File: config.mk
export PLATFORM = sky130hd
export DESIGN_NAME = addr_map_cfg_flat
export DESIGN_NICKNAME = d
export VERILOG_FILES = /design/src/rtl/addr_map_cfg_pkg.sv /design/src/rtl/addr_map_cfg_if.sv /design/src/rtl/addr_rule_check.sv /design/src/rtl/addr_map_cfg.sv /design/src/flat_wrapper.sv
export SDC_FILE = /design/constraint.sdc
export NUM_CORES = 2
export LEC_CHECK = 0
export ABC_AREA = 1
export CAP_MARGIN = 0
export CORE_ASPECT_RATIO = 1.4
export CORE_MARGIN = 3
export CORE_UTILIZATION = 50
export DETAILED_ROUTE_END_ITERATION = 16
export DONT_BUFFER_PORTS = 1
export GPL_ROUTABILITY_DRIVEN = 1
export SLEW_MARGIN = 20
export SYNTH_ARGS = -nofsm -noshare
export SYNTH_HDL_FRONTEND = slang
export SYNTH_SLANG_ARGS = --single-unit
File: constraint.sdc
create_clock -name clk_i -period 56.6 [get_ports clk_i]
set_clock_uncertainty 0.05 [all_clocks]
set_input_delay 5.66 -clock clk_i [delete_from_list [all_inputs] [get_ports clk_i]]
set_output_delay 5.66 -clock clk_i [all_outputs]
set_load 0.02 [all_outputs]
File: src/rtl/addr_map_cfg_pkg.sv
// Shared types for the address-map programmer: rule layout, field selector and FSM states.
// ADDR_MAP_CFG_OVERLAP_CHK_EN adds the pairwise overlap state.
package addr_map_cfg_pkg;

  localparam int unsigned RuleWidth = 160;

  typedef struct packed {
    logic [31:0] idx;
    logic [63:0] start_addr;
    logic [63:0] end_addr;
  } rule_t;

  typedef enum logic [1:0] {
    FieldIdx   = 2'd0,
    FieldStart = 2'd1,
    FieldEnd   = 2'd2,
    FieldRsvd  = 2'd3
  } field_e;

  typedef enum logic [2:0] {
    StIdle,
    StCheck,
`ifdef ADDR_MAP_CFG_OVERLAP_CHK_EN
    StPair,
`endif
    StCommit,
    StErr
  } state_e;

  // Ones in the low `width` bits; addresses are held zero-extended to 64 bits.
  function automatic logic [63:0] addr_mask(int unsigned width);
    return {64{1'b1}} >> (64 - width);
  endfunction

endpackage

File: src/rtl/addr_map_cfg_if.sv
// Configuration/commit bus of addr_map_cfg; names carry the direction seen from the programmer.
interface addr_map_cfg_if #(
  parameter int unsigned NoRules = 4
);
  localparam int unsigned RuleIdxW = (NoRules > 1) ? $clog2(NoRules) : 1;

  logic                      cfg_we_i;
  logic [RuleIdxW-1:0]       cfg_rule_i;
  logic [1:0]                cfg_field_i;
  logic [63:0]               cfg_wdata_i;
  logic                      cfg_drop_o;
  logic                      commit_req_i;
  logic                      commit_busy_o;
  logic                      commit_done_o;
  logic                      commit_err_o;
  logic [RuleIdxW-1:0]       err_rule_o;
  logic                      map_valid_o;
  logic [NoRules*160-1:0]    addr_map_o;

  modport master (
    output cfg_we_i, cfg_rule_i, cfg_field_i, cfg_wdata_i, commit_req_i,
    input  cfg_drop_o, commit_busy_o, commit_done_o, commit_err_o, err_rule_o, map_valid_o,
           addr_map_o
  );

  modport slave (
    input  cfg_we_i, cfg_rule_i, cfg_field_i, cfg_wdata_i, commit_req_i,
    output cfg_drop_o, commit_busy_o, commit_done_o, commit_err_o, err_rule_o, map_valid_o,
           addr_map_o
  );
endinterface

File: src/rtl/addr_rule_check.sv
// Combinational legality check of a single rule (index range and range/NAPOT shape).
module addr_rule_check
  import addr_map_cfg_pkg::*;
#(
  parameter int unsigned NoIndices = 4,
  parameter int unsigned AddrWidth = 64,
  parameter int unsigned Napot     = 0
) (
  input  rule_t rule_i,
  output logic  ok_o
);

  localparam logic [63:0] AddrMask = addr_mask(AddrWidth);

  logic        idx_ok;
  logic        shape_ok;
  logic [63:0] mask;

  always_comb begin
    idx_ok = rule_i.idx < NoIndices;
    mask   = ~rule_i.end_addr & AddrMask;
    if (Napot != 0) begin
      // Inverted mask must be a run of low ones, and start must be aligned to it.
      shape_ok = ((mask & (mask + 64'd1) & AddrMask) == '0) &&
                 ((rule_i.start_addr & ~rule_i.end_addr & AddrMask) == '0);
    end else begin
      shape_ok = (rule_i.end_addr == '0) || (rule_i.start_addr < rule_i.end_addr);
    end
    ok_o = idx_ok && shape_ok;
  end

endmodule

File: src/rtl/addr_map_cfg.sv
// Shadow/active rule table programmer: field writes, serial validation, atomic swap.
// ADDR_MAP_CFG_OVERLAP_CHK_EN enables the serial pairwise overlap check before commit.
module addr_map_cfg
  import addr_map_cfg_pkg::*;
#(
  parameter int unsigned NoRules   = 4,
  parameter int unsigned NoIndices = 4,
  parameter int unsigned AddrWidth = 64,
  parameter int unsigned Napot     = 0
) (
  input logic           clk_i,
  input logic           rst_i,
  addr_map_cfg_if.slave bus
);

  localparam int unsigned         RuleIdxW = (NoRules > 1) ? $clog2(NoRules) : 1;
  localparam logic [RuleIdxW-1:0] LastRule = RuleIdxW'(NoRules - 1);
  localparam logic [63:0]         AddrMask = addr_mask(AddrWidth);

  state_e                 state_q, state_d;
  logic [RuleIdxW-1:0]    r_q, r_d;
  rule_t [NoRules-1:0]    shadow_q, shadow_d;
  rule_t [NoRules-1:0]    active_q, active_d;
  logic                   valid_q, valid_d;
  logic                   drop_q, drop_d;
  logic                   done_q, done_d;
  logic                   err_q, err_d;
  logic [RuleIdxW-1:0]    err_rule_q, err_rule_d;
  logic                   rule_ok;
  logic                   wr_ok;

  addr_rule_check #(
    .NoIndices (NoIndices),
    .AddrWidth (AddrWidth),
    .Napot     (Napot)
  ) u_rule_check (
    .rule_i (shadow_q[r_q]),
    .ok_o   (rule_ok)
  );

`ifdef ADDR_MAP_CFG_OVERLAP_CHK_EN
  // r_q doubles as the lower rule `a` of the pair; b_q is the upper rule.
  logic [RuleIdxW-1:0] b_q, b_d;
  logic                overlap;
  rule_t               rule_a, rule_b;
  logic [64:0]         end_a, end_b;

  always_comb begin
    rule_a = shadow_q[r_q];
    rule_b = shadow_q[b_q];
    end_a  = (rule_a.end_addr == '0) ? (65'd1 << AddrWidth) : {1'b0, rule_a.end_addr};
    end_b  = (rule_b.end_addr == '0) ? (65'd1 << AddrWidth) : {1'b0, rule_b.end_addr};
    if (Napot != 0) begin
      overlap = ((rule_a.start_addr ^ rule_b.start_addr) & rule_a.end_addr & rule_b.end_addr
                 & AddrMask) == '0;
    end else begin
      overlap = ({1'b0, rule_a.start_addr} < end_b) && ({1'b0, rule_b.start_addr} < end_a);
    end
  end

  always_ff @(posedge clk_i or posedge rst_i) begin
    if (rst_i) b_q <= '0;
    else       b_q <= b_d;
  end
`endif

  assign wr_ok = (state_q == StIdle) && (field_e'(bus.cfg_field_i) != FieldRsvd) &&
                 (32'(bus.cfg_rule_i) < NoRules);

  always_comb begin
    state_d    = state_q;
    r_d        = r_q;
    shadow_d   = shadow_q;
    active_d   = active_q;
    valid_d    = valid_q;
    drop_d     = 1'b0;
    done_d     = 1'b0;
    err_d      = 1'b0;
    err_rule_d = err_rule_q;
`ifdef ADDR_MAP_CFG_OVERLAP_CHK_EN
    b_d        = b_q;
`endif

    if (bus.cfg_we_i) begin
      if (wr_ok) begin
        unique case (field_e'(bus.cfg_field_i))
          FieldIdx:   shadow_d[bus.cfg_rule_i].idx        = bus.cfg_wdata_i[31:0];
          FieldStart: shadow_d[bus.cfg_rule_i].start_addr = bus.cfg_wdata_i & AddrMask;
          FieldEnd:   shadow_d[bus.cfg_rule_i].end_addr   = bus.cfg_wdata_i & AddrMask;
          default:    ;
        endcase
      end else begin
        drop_d = 1'b1;
      end
    end

    unique case (state_q)
      StIdle: begin
        if (bus.commit_req_i) begin
          state_d = StCheck;
          r_d     = '0;
        end
      end
      StCheck: begin
        if (!rule_ok) begin
          state_d = StErr;
        end else if (r_q == LastRule) begin
`ifdef ADDR_MAP_CFG_OVERLAP_CHK_EN
          if (NoRules > 1) begin
            state_d = StPair;
            r_d     = '0;
            b_d     = RuleIdxW'(1);
          end else begin
            state_d = StCommit;
          end
`else
          state_d = StCommit;
`endif
        end else begin
          r_d = r_q + 1'b1;
        end
      end
`ifdef ADDR_MAP_CFG_OVERLAP_CHK_EN
      StPair: begin
        if (overlap) begin
          state_d = StErr;
        end else if (b_q == LastRule) begin
          if (r_q == LastRule - 1'b1) begin
            state_d = StCommit;
          end else begin
            r_d = r_q + 1'b1;
            b_d = r_q + RuleIdxW'(2);
          end
        end else begin
          b_d = b_q + 1'b1;
        end
      end
`endif
      StCommit: begin
        active_d = shadow_q;
        valid_d  = 1'b1;
        done_d   = 1'b1;
        state_d  = StIdle;
      end
      StErr: begin
        err_d      = 1'b1;
        err_rule_d = r_q;
        state_d    = StIdle;
      end
      default: state_d = StIdle;
    endcase
  end

  always_ff @(posedge clk_i or posedge rst_i) begin
    if (rst_i) begin
      state_q    <= StIdle;
      r_q        <= '0;
      shadow_q   <= '0;
      active_q   <= '0;
      valid_q    <= 1'b0;
      drop_q     <= 1'b0;
      done_q     <= 1'b0;
      err_q      <= 1'b0;
      err_rule_q <= '0;
    end else begin
      state_q    <= state_d;
      r_q        <= r_d;
      shadow_q   <= shadow_d;
      active_q   <= active_d;
      valid_q    <= valid_d;
      drop_q     <= drop_d;
      done_q     <= done_d;
      err_q      <= err_d;
      err_rule_q <= err_rule_d;
    end
  end

  assign bus.cfg_drop_o    = drop_q;
  assign bus.commit_busy_o = (state_q != StIdle);
  assign bus.commit_done_o = done_q;
  assign bus.commit_err_o  = err_q;
  assign bus.err_rule_o    = err_rule_q;
  assign bus.map_valid_o   = valid_q;
  assign bus.addr_map_o    = active_q;

endmodule

File: src/flat_wrapper.sv
// flat-port wrapper written by rule: the top's interface ports become plain ports
module addr_map_cfg_flat import addr_map_cfg_pkg::*;
#(
  parameter int unsigned NoRules   = 4,
  parameter int unsigned NoIndices = 4,
  parameter int unsigned AddrWidth = 64,
  parameter int unsigned Napot     = 0
)
  (clk_i, rst_i, bus_cfg_we_i, bus_cfg_rule_i, bus_cfg_field_i, bus_cfg_wdata_i, bus_commit_req_i, bus_cfg_drop_o, bus_commit_busy_o, bus_commit_done_o, bus_commit_err_o, bus_err_rule_o, bus_map_valid_o, bus_addr_map_o);
  addr_map_cfg_if #(.NoRules(NoRules)) bus_i ();
  input logic clk_i;
  input logic rst_i;
  input wire logic [$bits(bus_i.cfg_we_i)-1:0] bus_cfg_we_i;
  input wire logic [$bits(bus_i.cfg_rule_i)-1:0] bus_cfg_rule_i;
  input wire logic [$bits(bus_i.cfg_field_i)-1:0] bus_cfg_field_i;
  input wire logic [$bits(bus_i.cfg_wdata_i)-1:0] bus_cfg_wdata_i;
  input wire logic [$bits(bus_i.commit_req_i)-1:0] bus_commit_req_i;
  output wire logic [$bits(bus_i.cfg_drop_o)-1:0] bus_cfg_drop_o;
  output wire logic [$bits(bus_i.commit_busy_o)-1:0] bus_commit_busy_o;
  output wire logic [$bits(bus_i.commit_done_o)-1:0] bus_commit_done_o;
  output wire logic [$bits(bus_i.commit_err_o)-1:0] bus_commit_err_o;
  output wire logic [$bits(bus_i.err_rule_o)-1:0] bus_err_rule_o;
  output wire logic [$bits(bus_i.map_valid_o)-1:0] bus_map_valid_o;
  output wire logic [$bits(bus_i.addr_map_o)-1:0] bus_addr_map_o;
  assign bus_i.cfg_we_i = bus_cfg_we_i;
  assign bus_i.cfg_rule_i = bus_cfg_rule_i;
  assign bus_i.cfg_field_i = bus_cfg_field_i;
  assign bus_i.cfg_wdata_i = bus_cfg_wdata_i;
  assign bus_i.commit_req_i = bus_commit_req_i;
  assign bus_cfg_drop_o = bus_i.cfg_drop_o;
  assign bus_commit_busy_o = bus_i.commit_busy_o;
  assign bus_commit_done_o = bus_i.commit_done_o;
  assign bus_commit_err_o = bus_i.commit_err_o;
  assign bus_err_rule_o = bus_i.err_rule_o;
  assign bus_map_valid_o = bus_i.map_valid_o;
  assign bus_addr_map_o = bus_i.addr_map_o;
  addr_map_cfg #(.NoRules(NoRules), .NoIndices(NoIndices), .AddrWidth(AddrWidth), .Napot(Napot)) u_core (.clk_i(clk_i), .rst_i(rst_i), .bus(bus_i));
endmodule
==> impl_metrics.ini <==
[die]
floorplan.io_pins = 719
die_height_um = 393
row_count = 141
dieWidth_um = 282
die-area_um2 = 111000
start_util_pct = 50.5
standard_cell_core_area_um2 = 106000

[critical_path]
timing.setup.critical_path_class = primary input to register
r2r_cells = 20
category_of_the_worst_setup_path_capture_point = register
critical_path_required_ns = 57.19
reg2reg_to = u_core.r_q[1]
r2r-start = u_core.r_q[1]
critical_path.max_fanout = 59
timing.critical_path.from_type = primary input
critical_path_arrival_ns = 9.41
reg2reg_setup_slack_ns = 51.07
worst_setup_path_startpoint = bus_cfg_field_i[0]

[logic_synthesis]
share_of_the_yosys_chip_area_belonging_to_registers_pct = 60.4
count_of_state_elements_after_synthesis = 1290
syn_nets = 5784
synth-warning-count = 0
ys_types = 35
post_synth.cell_area_avg_um2 = 9.46
syn_inst = 5645
mappedNetlistArea_um2 = 53400
netlist.top_cell.by_area = sky130_fd_sc_hd__dfrtp_1
yosys-top-cells-area = sky130_fd_sc_hd__dfrtp_1 60%, sky130_fd_sc_hd__o21ai_0 7.4%, sky130_fd_sc_hd__nand2_1 6.8%
yosys.area.top_type_share_pct = 60.4

[finish]
area_growth_pct = 8.99
ff_latch_area_um2 = 32300
drive_gt1_share_pct = 5.51
fin_area_um2 = 58200
finalNetCount = 5578
post-route-util_pct = 55.0
multi_input_area_um2 = 16200
n_fill_cell = 9580

[worst_hold_path]
worstHoldPathType = register to register

[routing]
final_antenna_net_count = 0
via_per_inst = 5.98
vias = 41271
drt_iter0_markers = 4287
detail_route.wirelength_um = 184000
drc = 0
wire_per_inst_um = 26.7
pre_antenna_drt_iters = 8

[sta]
hold_viol_final = 0
hold-worst-slack_ns = 0.477
final.min_clock_period_ns = 8.82
unrepaired_setup_endpoints_after_global_routing = false
finish_stage_setup_viols = 0
worst_slew_margin_rel_pct = 23.6
maxSlewViolCount = 0
worst_slew_pin_slew_ns = 1.14
setup-tns-final_ns = 0
final_min_period_over_clock_period_pct = 15.6
max_clock_freq_mhz = 113

[placed_design]
placedInstanceArea_um2 = 53800
place.detailed.hpwl_um = 124000
port-buffer-count = 0
gp_congestion = 0.909

[run]
cap_viol_max_count = 0

[clocking]
cts_root_buffer = sky130_fd_sc_hd__clkbuf_16
ctsHoldBuffers = 0
clk_buf_depth = 3
clk_transition_reported_paths_ns = 0.06
cts_inserted_buffers = 130
cts.repair.resized = 0
cts_setup_buffers = 0
worstSkewPairLatency_ns = 0.75
clock_tree_from_tritoncts = built
htreeDepth = 4
tritoncts_num_sinks = 1290

[run_status]
outcome = finished, final reports clean

[global_route]
grt_first_pass_wirelength_um = 270000
via_count_of_the_first_global_routing_pass = 39997
overflow = 0
maximum_number_of_pins_on_one_net_before_global_route_repair = 299
gr-usage-all-layers_pct = 32.8
grt_antenna_before_repair = 5

[pwr]
irDropWorstVdd_uv = 36.7
cellPowerDensity_nw_per_um2 = 67.2
leak_nw = 26.7
where the power goes:
part	total [mW]	internal [mW]	switching, mW
clock network	0.889	0.511	0.378
registers	1.82	1.32	0.504
logic	1.20	0.369	0.834
metrics by stage:
step	power (mW)	cells	setup slack (ns)
final	3.91	6901	47.78
after global routing	4.15	6900	47.34
after CTS	3.92	6894	47.79
after detailed placement	3.02	6663	46.95
after global placement	2.99	6663	46.98
after floorplan	2.55	5645	14.53
critical path: stages:
cell,delay [ns]
sky130_fd_sc_hd__ha_1,0.18
sky130_fd_sc_hd__nor2_1,0.22
sky130_fd_sc_hd__nand2_4,0.45
sky130_fd_sc_hd__nor2_2,0.49
sky130_fd_sc_hd__nand2_4,0.49
sky130_fd_sc_hd__o21ai_0,0.42
sky130_fd_sc_hd__clkinv_2,0.65
sky130_fd_sc_hd__buf_4,0.56
sky130_fd_sc_hd__o22ai_1,0.19
worst min path at each step:
stage,endpoint,cells past startpoint
3_5_place_dp,register,2
5_1_grt,register,2
6_report,register,2
4_1_cts,register,2
3_3_place_gp,register,2
2_1_floorplan,register,2
per-layer routing:
layer / track usage (%) / vias to the layer above / part of all wire (%)
li1: - / 18467 / -
met4: 15.5 / 2 / 5.0
met1: 41.8 / 20538 / 39
met5: 0 / - / 0.0071
met3: 9.93 / 366 / 9.9
met2: 51.5 / 1898 / 46
synthesized netlist by cell type:
cell type,number
sky130_fd_sc_hd__nor3_2,1
sky130_fd_sc_hd__nand4_1,42
sky130_fd_sc_hd__o221ai_1,3
sky130_fd_sc_hd__buf_4,4
sky130_fd_sc_hd__buf_2,23
sky130_fd_sc_hd__nor2_1,158
sky130_fd_sc_hd__o41ai_1,1
sky130_fd_sc_hd__nor2_2,1
sky130_fd_sc_hd__a21oi_2,7
sky130_fd_sc_hd__o21ai_0,793
sky130_fd_sc_hd__o21ai_1,49
sky130_fd_sc_hd__o211ai_1,2
sky130_fd_sc_hd__a21oi_1,337
sky130_fd_sc_hd__buf_6,52
sky130_fd_sc_hd__nand2_1,969
sky130_fd_sc_hd__clkinv_1,2
sky130_fd_sc_hd__inv_1,821
sky130_fd_sc_hd__a31oi_1,2
sky130_fd_sc_hd__ha_1,67
sky130_fd_sc_hd__dfrtp_1,1290
sky130_fd_sc_hd__or2_1,1
sky130_fd_sc_hd__a21oi_4,6
sky130_fd_sc_hd__buf_1,9
sky130_fd_sc_hd__o221a_2,1
sky130_fd_sc_hd__nor4_1,16
sky130_fd_sc_hd__or2_2,1
sky130_fd_sc_hd__nand2_2,2
sky130_fd_sc_hd__nand3_1,16
sky130_fd_sc_hd__a211oi_1,7
sky130_fd_sc_hd__o22ai_1,510
sky130_fd_sc_hd__nor3_1,7
sky130_fd_sc_hd__inv_2,4
sky130_fd_sc_hd__clkbuf_1,309
sky130_fd_sc_hd__o21a_1,4
sky130_fd_sc_hd__o32ai_1,128
cell type report:
type | count | share of cell area, %
inverter | 827 | 5.38
clock inverter | 43 | 0.885
antenna | 5 | 0.0215
clock buffer | 188 | 6.59
sequential | 1290 | 55.5
tap | 1358 | 2.92
multi-input combinational | 3131 | 27.8
timing repair buffer | 59 | 0.915
cell families (layout without fill, tap and decap cells):
kind of cell | Yosys count | in the layout | share of synthesized area [%]
simple gates | 1214 | 1214 | 8.89
flops | 1290 | 1290 | 60.4
other cells | 0 | 5 | 0
compound gates | 1850 | 1850 | 19.7
fa+ha+maj | 67 | 67 | 1.57
buf+inv | 1224 | 1117 | 9.41
layout by cell type (no fill, tap or decap), types with 49 or more instances in the layout:
| cell type | n |
|---|---|
| sky130_fd_sc_hd__inv_1 | 817 |
| sky130_fd_sc_hd__clkbuf_16 | 135 |
| sky130_fd_sc_hd__o22ai_1 | 510 |
| sky130_fd_sc_hd__ha_1 | 67 |
| sky130_fd_sc_hd__o21ai_0 | 793 |
| sky130_fd_sc_hd__buf_4 | 53 |
| sky130_fd_sc_hd__dfrtp_1 | 1288 |
| sky130_fd_sc_hd__nor2_1 | 156 |
| sky130_fd_sc_hd__a21oi_1 | 337 |
| sky130_fd_sc_hd__nand2_1 | 964 |
| sky130_fd_sc_hd__o21ai_1 | 49 |
| sky130_fd_sc_hd__o32ai_1 | 128 |
Note: power is estimated with default switching activity, not from simulation.
